### src/rtl/mem_arbiter_if.sv
// Bus bundle joining two requesting masters, the arbiter and the shared memory.
// The slave modport is the arbiter's view; the master modport is the requesters' and memory's view.
interface mem_arbiter_if;
   localparam int unsigned AW = 32;
   localparam int unsigned DW = 32;
   localparam int unsigned SW = 4;

   logic          m0_valid;
   logic          m0_ready;
   logic          m0_instr;
   logic [SW-1:0] m0_wstrb;
   logic [DW-1:0] m0_wdata;
   logic [AW-1:0] m0_addr;
   logic [DW-1:0] m0_rdata;

   logic          m1_valid;
   logic          m1_ready;
   logic          m1_instr;
   logic [SW-1:0] m1_wstrb;
   logic [DW-1:0] m1_wdata;
   logic [AW-1:0] m1_addr;
   logic [DW-1:0] m1_rdata;

   logic          s_valid;
   logic          s_ready;
   logic          s_instr;
   logic [SW-1:0] s_wstrb;
   logic [DW-1:0] s_wdata;
   logic [AW-1:0] s_addr;
   logic [DW-1:0] s_rdata;

   logic          timeout_err;

   modport slave (
      input  m0_valid, m0_instr, m0_wstrb, m0_wdata, m0_addr,
      output m0_ready, m0_rdata,
      input  m1_valid, m1_instr, m1_wstrb, m1_wdata, m1_addr,
      output m1_ready, m1_rdata,
      output s_valid, s_instr, s_wstrb, s_wdata, s_addr,
      input  s_ready, s_rdata,
      output timeout_err
   );

   modport master (
      output m0_valid, m0_instr, m0_wstrb, m0_wdata, m0_addr,
      input  m0_ready, m0_rdata,
      output m1_valid, m1_instr, m1_wstrb, m1_wdata, m1_addr,
      input  m1_ready, m1_rdata,
      input  s_valid, s_instr, s_wstrb, s_wdata, s_addr,
      output s_ready, s_rdata,
      input  timeout_err
   );
endinterface

### src/rtl/mem_arbiter.sv
// Two-master round-robin arbiter onto a single shared memory port, with an optional
// wait timeout that force-completes a stalled transfer with ERR_DATA.
module mem_arbiter #(
   parameter logic [15:0] TIMEOUT  = 16'd255,
   parameter logic [31:0] ERR_DATA = 32'hDEADBEEF
) (
   input logic          clk,
   input logic          resetn,
   mem_arbiter_if.slave bus
);
   localparam int unsigned CW = 16;
   localparam int unsigned AW = 32;
   localparam int unsigned DW = 32;
   localparam int unsigned SW = 4;

   typedef enum logic [1:0] {
      IDLE   = 2'd0,
      GRANT0 = 2'd1,
      GRANT1 = 2'd2
   } state_e;

   state_e        state_q, state_d;
   logic          last_grant_q, last_grant_d;
   logic [CW-1:0] wait_cnt_q, wait_cnt_d;

   logic          sel1_c;
   logic          g_valid_c;
   logic          g_instr_c;
   logic [SW-1:0] g_wstrb_c;
   logic [DW-1:0] g_wdata_c;
   logic [AW-1:0] g_addr_c;
   logic          timeout_hit_c;
   logic          ready_c;
   logic [DW-1:0] rdata_c;

   // Request fields of whichever master currently owns the memory
   assign sel1_c        = (state_q == GRANT1);
   assign g_valid_c     = sel1_c ? bus.m1_valid : bus.m0_valid;
   assign g_instr_c     = sel1_c ? bus.m1_instr : bus.m0_instr;
   assign g_wstrb_c     = sel1_c ? bus.m1_wstrb : bus.m0_wstrb;
   assign g_wdata_c     = sel1_c ? bus.m1_wdata : bus.m0_wdata;
   assign g_addr_c      = sel1_c ? bus.m1_addr  : bus.m0_addr;
   assign timeout_hit_c = (TIMEOUT != 16'd0) && (wait_cnt_q == TIMEOUT);

   always_ff @(posedge clk or negedge resetn) begin
      if (!resetn) begin
         state_q      <= IDLE;
         last_grant_q <= 1'b1;
         wait_cnt_q   <= '0;
      end else begin
         state_q      <= state_d;
         last_grant_q <= last_grant_d;
         wait_cnt_q   <= wait_cnt_d;
      end
   end

   always_comb begin
      state_d         = state_q;
      last_grant_d    = last_grant_q;
      wait_cnt_d      = wait_cnt_q;
      bus.s_valid     = 1'b0;
      bus.s_instr     = 1'b0;
      bus.s_wstrb     = '0;
      bus.s_wdata     = '0;
      bus.s_addr      = '0;
      bus.timeout_err = 1'b0;
      ready_c         = 1'b0;
      rdata_c         = '0;

      case (state_q)
         IDLE: begin
            wait_cnt_d = '0;
            if (bus.m0_valid && bus.m1_valid) begin
               state_d = last_grant_q ? GRANT0 : GRANT1;
            end else if (bus.m0_valid) begin
               state_d = GRANT0;
            end else if (bus.m1_valid) begin
               state_d = GRANT1;
            end
         end
         GRANT0, GRANT1: begin
            bus.s_instr = g_instr_c;
            bus.s_wstrb = g_wstrb_c;
            bus.s_wdata = g_wdata_c;
            bus.s_addr  = g_addr_c;
            rdata_c     = bus.s_rdata;
            // s_ready beats the timeout, so s_valid only drops on a timeout without s_ready
            if (!g_valid_c) begin
               state_d = IDLE;
            end else if (bus.s_ready) begin
               bus.s_valid  = 1'b1;
               ready_c      = 1'b1;
               state_d      = IDLE;
               last_grant_d = sel1_c;
            end else if (timeout_hit_c) begin
               ready_c         = 1'b1;
               rdata_c         = ERR_DATA;
               bus.timeout_err = 1'b1;
               state_d         = IDLE;
               last_grant_d    = sel1_c;
            end else begin
               bus.s_valid = 1'b1;
            end
            if (!bus.s_ready && (wait_cnt_q != '1)) begin
               wait_cnt_d = wait_cnt_q + CW'(1);
            end
         end
         default: state_d = IDLE;
      endcase
   end

   assign bus.m0_ready = ready_c & ~sel1_c;
   assign bus.m1_ready = ready_c &  sel1_c;
   assign bus.m0_rdata = sel1_c ? '0 : rdata_c;
   assign bus.m1_rdata = sel1_c ? rdata_c : '0;
endmodule

### src/flat_wrapper.sv
// flat-port wrapper written by rule: the top's interface ports become plain ports
module mem_arbiter_flat 
#(
   parameter logic [15:0] TIMEOUT  = 16'd255,
   parameter logic [31:0] ERR_DATA = 32'hDEADBEEF
)
  (clk, resetn, bus_m0_valid, bus_m0_instr, bus_m0_wstrb, bus_m0_wdata, bus_m0_addr, bus_m0_ready, bus_m0_rdata, bus_m1_valid, bus_m1_instr, bus_m1_wstrb, bus_m1_wdata, bus_m1_addr, bus_m1_ready, bus_m1_rdata, bus_s_valid, bus_s_instr, bus_s_wstrb, bus_s_wdata, bus_s_addr, bus_s_ready, bus_s_rdata, bus_timeout_err);
  mem_arbiter_if bus_i ();
  input logic clk;
  input logic resetn;
  input wire logic [$bits(bus_i.m0_valid)-1:0] bus_m0_valid;
  input wire logic [$bits(bus_i.m0_instr)-1:0] bus_m0_instr;
  input wire logic [$bits(bus_i.m0_wstrb)-1:0] bus_m0_wstrb;
  input wire logic [$bits(bus_i.m0_wdata)-1:0] bus_m0_wdata;
  input wire logic [$bits(bus_i.m0_addr)-1:0] bus_m0_addr;
  output wire logic [$bits(bus_i.m0_ready)-1:0] bus_m0_ready;
  output wire logic [$bits(bus_i.m0_rdata)-1:0] bus_m0_rdata;
  input wire logic [$bits(bus_i.m1_valid)-1:0] bus_m1_valid;
  input wire logic [$bits(bus_i.m1_instr)-1:0] bus_m1_instr;
  input wire logic [$bits(bus_i.m1_wstrb)-1:0] bus_m1_wstrb;
  input wire logic [$bits(bus_i.m1_wdata)-1:0] bus_m1_wdata;
  input wire logic [$bits(bus_i.m1_addr)-1:0] bus_m1_addr;
  output wire logic [$bits(bus_i.m1_ready)-1:0] bus_m1_ready;
  output wire logic [$bits(bus_i.m1_rdata)-1:0] bus_m1_rdata;
  output wire logic [$bits(bus_i.s_valid)-1:0] bus_s_valid;
  output wire logic [$bits(bus_i.s_instr)-1:0] bus_s_instr;
  output wire logic [$bits(bus_i.s_wstrb)-1:0] bus_s_wstrb;
  output wire logic [$bits(bus_i.s_wdata)-1:0] bus_s_wdata;
  output wire logic [$bits(bus_i.s_addr)-1:0] bus_s_addr;
  input wire logic [$bits(bus_i.s_ready)-1:0] bus_s_ready;
  input wire logic [$bits(bus_i.s_rdata)-1:0] bus_s_rdata;
  output wire logic [$bits(bus_i.timeout_err)-1:0] bus_timeout_err;
  assign bus_i.m0_valid = bus_m0_valid;
  assign bus_i.m0_instr = bus_m0_instr;
  assign bus_i.m0_wstrb = bus_m0_wstrb;
  assign bus_i.m0_wdata = bus_m0_wdata;
  assign bus_i.m0_addr = bus_m0_addr;
  assign bus_m0_ready = bus_i.m0_ready;
  assign bus_m0_rdata = bus_i.m0_rdata;
  assign bus_i.m1_valid = bus_m1_valid;
  assign bus_i.m1_instr = bus_m1_instr;
  assign bus_i.m1_wstrb = bus_m1_wstrb;
  assign bus_i.m1_wdata = bus_m1_wdata;
  assign bus_i.m1_addr = bus_m1_addr;
  assign bus_m1_ready = bus_i.m1_ready;
  assign bus_m1_rdata = bus_i.m1_rdata;
  assign bus_s_valid = bus_i.s_valid;
  assign bus_s_instr = bus_i.s_instr;
  assign bus_s_wstrb = bus_i.s_wstrb;
  assign bus_s_wdata = bus_i.s_wdata;
  assign bus_s_addr = bus_i.s_addr;
  assign bus_i.s_ready = bus_s_ready;
  assign bus_i.s_rdata = bus_s_rdata;
  assign bus_timeout_err = bus_i.timeout_err;
  mem_arbiter #(.TIMEOUT(TIMEOUT), .ERR_DATA(ERR_DATA)) u_core (.clk(clk), .resetn(resetn), .bus(bus_i));
endmodule
### config.mk
export PLATFORM = sky130hd
export DESIGN_NAME = mem_arbiter_flat
export DESIGN_NICKNAME = d
export VERILOG_FILES = /design/src/rtl/mem_arbiter_if.sv /design/src/rtl/mem_arbiter.sv /design/src/flat_wrapper.sv
export SDC_FILE = /design/constraint.sdc
export NUM_CORES = 1
export LEC_CHECK = 0
export ABC_AREA = 1
export CAP_MARGIN = 15
export CORE_AREA = 2 2 121 123
export CTS_BUF_LIST = sky130_fd_sc_hd__clkbuf_4 sky130_fd_sc_hd__clkbuf_8
export DETAILED_ROUTE_END_ITERATION = 10
export DIE_AREA = 0 0 123 125
export GPL_ROUTABILITY_DRIVEN = 0
export PLACE_DENSITY = 0.71
export SLEW_MARGIN = 10
export SYNTH_ARGS = -nofsm -noshare
export SYNTH_HDL_FRONTEND = slang
export SYNTH_SLANG_ARGS = --single-unit
### constraint.sdc
create_clock -name clk -period 5.65 [get_ports clk]
set_input_delay 1.13 -clock clk [delete_from_list [all_inputs] [get_ports clk]]
set_output_delay 1.13 -clock clk [all_outputs]
set_load 0.01 [all_outputs]
==> metrics.txt, run 1 <==
RR Startpoint=u_core.state_q[1]$_DFFE_PN0P_; most frequent cells in the layout=311 x clkdlybuf4s50_1, 188 x nor2_1, 83 x nand2_1, 80 x o21ai_0, 29 x a21oi_1; Via density=4.460; worst hold endpoint=u_core.last_grant_q$_DFFE_PN1P_; routed wire length per instance=15.26 µm; ratio of cells with drive above 1 in the final layout=0.06167; Routed Antenna Nets=0; reg2reg setup slack=3.28 ns; GR Layer Usage met1=0.2477; worst hold margin=0.5022 ns; top-area cell type share of the netlist area=0.2400; # nets final=1006; CP endpoint kind=output port; worst-path maximum fanout=48; die height=125 µm; worst vdd ir=277.4 µV; PnR Total Power=3032 µW; fin. max-slew vios=0; IO Port Bufs=311; largest net degree at the start of global routing=64; GRT Max-Usage Layer=met2; die area=15380 µm²; Final period util=0.7773; Layout Skew=0.001876 ns; Setup-failing EPs final=0; Setup crit start kind=primary input; critical hold path startpoint=u_core.last_grant_q$_DFFE_PN1P_; Post-DP HPWL=12170 µm; met3 Track Usage GR=0.05201; Synth area leader=nor2_1; Peak Freq=227.7 MHz; RSZ-0062 raised after global routing=false; Vias=4514; H-tree depth=1; Resized cells post-CTS=0; CTS root buffer=clkbuf_8; TritonCTS clock tree=done; I/O pin count=312; die extent in x=123 µm; first-pass GRT wire length=23230 µm; # hold bufs at CTS=0; register area share after synthesis=0.1621; MaxCap Viol Count=0; Worst Max-Slew Pin Slew=0.8511 ns; most common cell after layout, fill and taps aside=clkdlybuf4s50_1; GRT Total Usage=0.1911; cell area after layout=6206 µm²; #FFs+latches synth=19; Worst R2R End=u_core.wait_cnt_q[13]$_DFFE_PN0P_; cell area after synthesis=2940 µm²; Critical Path RT=4.52 ns; Reg2Reg Depth=8; CTS clk-pin slew, worst paths=0.07 ns; Setup CP Type=primary input to output port; syn avg cell area=5.375 µm²; Final min period=4.392 ns; synth unique cells=29; worst-case clock buffer depth=2; Area growth syn-to-layout=111.1%; prevailing post-synth register cell=dfrtp_1; Overflow after GRT=0; worst hold stages=2; fillcell total=1489; placed inst area=6155 µm²; net count after synthesis=725; outcome=complete, no violations; DRC Markers=0; worst hold path class=flop to flop; First DRT Iteration DRCs=217; drt pass-1 iters=5; Initial Utilization=0.2070; Cell Pwr Density=488.5 nW/µm²; Data arrival, critical path=3.26 ns; total CTS buffers=3; EDFF count, synth=0; GR met2 Demand/Resource=0.3130; setup_tns=0 ns; post-synthesis async set-or-reset flop share=1.000; clk sinks=19; total wire length=15440 µm; Worst-Skew Late Latency=0.26 ns; final hold vios=0; core area=14200 µm²; Rel. slew slack=0.4308; number of global-route vias before repair=4284; Synthesis Warnings=0; largest cells by area after synthesis=nor2_1 24%, dfrtp_1 15%, o21ai_0 14%, nand2_1 11%, a21oi_2 6.0%; num rows=44; Post-CTS Setup Bufs=0; initial antenna violation count=2; Gate Count Post-Synth=547; Leak=0.002424 µW
-- final cells by class --
cell class / instances / area (µm²) / share of cell area
multi-input cells: 461 / 2195 / 0.3536
flip-flops and latches: 19 / 476.7 / 0.07681
well taps: 184 / 230.2 / 0.03710
diodes: 1 / 2.502 / 0.0004032
clock buffers: 4 / 48.80 / 0.007863
repair buffers: 316 / 3151 / 0.5077
inverters: 27 / 102.6 / 0.01653
-- routing by layer --
layer / vias up / part of all wire
met2: 156 / 0.47
met5: - / 0.00052
met3: 29 / 0.069
met1: 2011 / 0.44
met4: 2 / 0.023
li1: 2316 / -
-- how the worst max path moves through the flow --
stage	depth (start not counted)	end	slack, ns	start
floorplan	7	bus_m0_rdata[10]	2.47	bus_m0_valid
global placement	8	bus_m1_rdata[10]	1.29	bus_m0_valid
detailed placement	8	bus_m1_rdata[18]	1.28	bus_m0_valid
CTS	8	bus_m1_rdata[30]	1.26	bus_m0_valid
global route	8	bus_m0_rdata[31]	1.12	bus_m0_valid
finish	8	bus_m1_rdata[23]	1.26	bus_m0_valid
-- cell usage after synthesis (4+ instances only) --
library cell    n
xor2_1          5
a21oi_2        20
nand2_2         5
clkbuf_1       29
o21ai_0        80
nand2_1        83
nand3_1        25
inv_1          26
o21ai_2         4
buf_2           7
nor2_1        188
dfrtp_1        18
a21oi_1        29
-- registers in the layout, indices dropped and copies added, names as in the netlist --
signal and flops:
u_core.last_grant_q 1, u_core.wait_cnt_q 16, u_core.state_q 2
-- where the power goes --
group | switching [µW] | total, µW | internal, µW
combinational | 1470 | 2750 | 1290
clock | 48.4 | 103 | 55.1
sequential | 19.7 | 175 | 156
-- cell families (layout without fill, tap and decap cells) --
| group | Yosys count | count (layout) | synth area share |
|---|---|---|---|
| and+or+nand+nor | 316 | 316 | 0.4447 |
| AOI/OAI and AO/OA | 137 | 137 | 0.2655 |
| buffers and inverters | 67 | 347 | 0.09999 |
| DFF | 19 | 19 | 0.1621 |
| xor gates and xnor gates | 5 | 5 | 0.01489 |
| adders and majority gates | 3 | 3 | 0.01277 |
| other | 0 | 1 | 0 |
-- through the flow --
stage	setup slack, ns	cells	utilization
floorplan	2.474	547	-
global placement	1.290	1007	0.4333
detailed placement	1.283	1007	0.4333
CTS	1.257	1011	0.4368
global route	1.116	1012	0.4369
finish	1.258	1012	0.4369
-- critical path, cell delays in order --
cell	delay, ns
clkdlybuf4s50_1	0.47
inv_1	0.05
o21ai_1	0.15
and2_1	0.22
nand4_2	0.09
buf_4	0.32
a21oi_1	0.23
clkdlybuf4s50_1	0.57
No activity file was read; power rests on OpenSTA's default activity.
==> run 2, diff against run 1 <==
--- a/config.mk
+++ b/config.mk
@@ -7,10 +7,10 @@
 export LEC_CHECK = 0
 export ABC_AREA = 1
 export CAP_MARGIN = 15
-export CORE_AREA = 2 2 121 123
+export CORE_AREA = 2 2 122 124
 export CTS_BUF_LIST = sky130_fd_sc_hd__clkbuf_4 sky130_fd_sc_hd__clkbuf_8
 export DETAILED_ROUTE_END_ITERATION = 10
-export DIE_AREA = 0 0 123 125
+export DIE_AREA = 0 0 124 126
 export GPL_ROUTABILITY_DRIVEN = 0
 export PLACE_DENSITY = 0.71
 export SLEW_MARGIN = 10
==> constraint.sdc (replaced) <==
create_clock -name clk -period 4.6 [get_ports clk]
set_input_delay 0.92 -clock clk [delete_from_list [all_inputs] [get_ports clk]]
set_output_delay 0.92 -clock clk [all_outputs]
set_load 0.01 [all_outputs]
==> run 2 against run 1 <==
  * Combinational power is 32% higher
  * Cell count increased by 0.49%
  * Highest routed layer unchanged
  * Power rose by 31%
  * Via count grew 1.9%
  * Worst setup slack got worse by 0.58 ns
  * Clock skew grew 0.00075 ns
  * Largest cell class unchanged
==> metrics.txt, run 2 (synthesized netlist as in run 1, its figures left out) <==
Resized cells post-CTS=0 (unchanged); CTS clk-pin slew, worst paths=0.08 ns (was 0.07 ns); First DRT Iteration DRCs=183 (was 217); Via density=4.523 (was 4.460); worst hold path class=flop to flop (unchanged); Routed Antenna Nets=0 (unchanged); MaxCap Viol Count=0 (unchanged); worst-path maximum fanout=48 (unchanged); die extent in x=124 µm (was 123 µm); total CTS buffers=3 (unchanged); biggest regs=u_core.wait_cnt_q x16, u_core.state_q x2, u_core.last_grant_q x1 (unchanged); Area growth syn-to-layout=112.9% (was 111.1%); Post-CTS Setup Bufs=0 (unchanged); Overflow after GRT=0 (unchanged); largest net degree at the start of global routing=64 (unchanged); max reg flops=16 (unchanged); # hold bufs at CTS=0 (unchanged); first-pass GRT wire length=24240 µm (was 23230 µm); setup_tns=0 ns (unchanged); CP endpoint kind=output port (unchanged); Initial Utilization=0.2054 (was 0.2070); final hold vios=0 (unchanged); Crit path largest cell delay=0.56 ns (was 0.57 ns); RSZ-0062 raised after global routing=false (unchanged); Worst-Skew Late Latency=0.25 ns (was 0.26 ns); Data arrival, critical path=3.01 ns (was 3.26 ns); H-tree depth=1 (unchanged); Critical Path RT=3.68 ns (was 4.52 ns); Top reg by flops=u_core.wait_cnt_q (unchanged); TritonCTS clock tree=done (unchanged); Setup-failing EPs final=0 (unchanged); CTS root buffer=clkbuf_8 (unchanged); worst vdd ir=276.8 µV (was 277.4 µV); I/O pin count=312 (unchanged); Setup CP Type=primary input to output port (unchanged); total wire length=16720 µm (was 15440 µm); cell-by-cell trace of the critical path=clkdlybuf4s50_1 > inv_1 > o21ai_1 > and2_1 > nand4_2 > buf_4 > a21oi_1 > clkdlybuf4s50_1 (unchanged); most frequent cells in the layout=311 x clkdlybuf4s50_1, 188 x nor2_1, 83 x nand2_1, 80 x o21ai_0, 29 x a21oi_1 (unchanged); PnR Total Power=3968 µW (was 3032 µW); routed wire length per instance=16.44 µm (was 15.26 µm); clk sinks=19 (unchanged); die area=15620 µm² (was 15380 µm²); Post-DP HPWL=14010 µm (was 12170 µm); slowest CP cell=clkdlybuf4s50_1 (unchanged); worst-case clock buffer depth=2 (unchanged); outcome=complete, no violations (unchanged); IO Port Bufs=311 (unchanged); Layout Skew=0.002625 ns (was 0.001876 ns); DRC Markers=0 (unchanged); num rows=44 (unchanged); number of global-route vias before repair=4279 (was 4284); Cell Pwr Density=634.0 nW/µm² (was 488.5 nW/µm²); drt pass-1 iters=4 (was 5); n_diodes=0 (was 1); ratio of cells with drive above 1 in the final layout=0.06843 (was 0.06167); initial antenna violation count=1 (was 2); Final min period=3.926 ns; Setup crit start kind=primary input (unchanged); fin. max-slew vios=0 (unchanged); Vias=4600 (was 4514); Peak Freq=254.7 MHz; Final period util=0.8535; Leak=0.002461 µW (was 0.002424 µW); Rel. slew slack=0.3985 (was 0.4308); # nets final=1012 (was 1006); Worst Max-Slew Pin Slew=0.8994 ns (was 0.8511 ns); GRT Total Usage=0.2019 (was 0.1911); most common cell after layout, fill and taps aside=clkdlybuf4s50_1 (unchanged); die height=126 µm (was 125 µm); core area=14310 µm² (was 14200 µm²); most used cell, CP=clkdlybuf4s50_1 (unchanged); Final Util=0.4373 (was 0.4369)
[run 2: cell types whose count changed in the layout (fill, tap and decap cells not counted)]
cell	previous run	this run
ha_2	0	1
buf_12	0	2
ha_4	2	1
buf_4	5	9
clkbuf_4	1	0
inv_2	1	2
diode_2	1	0
[run 2: layout make-up]
| cell class | count | area (µm²) |
|---|---|---|
| Inverter | 27 | 101.3 |
| Clock inverter | 1 | 5.005 |
| Clock buffer | 3 | 41.29 |
| Multi-Input combinational cell | 461 | 2185 |
| Timing Repair Buffer | 322 | 3221 |
| Sequential cell | 19 | 476.7 |
| Tap cell | 184 | 230.2 |
| Fill cell | 1455 | 8054 |
[run 2: metal layers]
layer,track usage,part of all wire
met3,0.09284,0.14
met5,0,0.00048
met4,0.03106,0.012
met2,0.3277,0.45
met1,0.2493,0.40
[run 2: power breakdown]
part / internal, µW / switching (µW) / total (µW) / leakage [µW]
Sequential: 191 / 22.4 / 214 / 0.000258
Combinational: 1650 / 1990 / 3640 / 0.00218
Clock: 60.1 / 57.5 / 118 / 0.0000255
Total: 1900 / 2070 / 3970 / 0.00246
[run 2: metrics by stage]
step | setup WS, ns | std cells | hold WS (ns) | instance area [µm²]
final | 0.6741 | 1017 | 0.5021 | 6260
after global routing | 0.5522 | 1017 | 0.5551 | 6260
after CTS | 0.7039 | 1017 | 0.4916 | 6260
after detailed placement | 0.7209 | 1013 | 0.4739 | 6213
after global placement | 0.7481 | 1013 | 0.4614 | 6213
after floorplan | 1.844 | 547 | 0.4419 | 2940
[run 2: worst paths after layout]
kind | startpoint | end | slack (ns) | cells after the start
min reg2reg | u_core.state_q[0]$_DFFE_PN0P_ | u_core.state_q[0]$_DFFE_PN0P_ | 0.50 | 2
max | bus_m0_valid | bus_m0_rdata[2] | 0.67 | 8
max in group asynchronous | resetn | u_core.wait_cnt_q[10]$_DFFE_PN0P_ | 2.88 | 1
min in group asynchronous | resetn | u_core.wait_cnt_q[1]$_DFFE_PN0P_ | 1.17 | 1
min | u_core.state_q[0]$_DFFE_PN0P_ | u_core.state_q[0]$_DFFE_PN0P_ | 0.50 | 2
max reg2reg | u_core.state_q[1]$_DFFE_PN0P_ | u_core.wait_cnt_q[13]$_DFFE_PN0P_ | 2.16 | 10
[run 2: worst max-delay path: cells and delay by family]
family / cells / cell delay, ns
AO/OA/AOI/OAI: 2 / 0.36
buffers and inverters: 4 / 1.41
AND/OR/NAND/NOR: 2 / 0.30
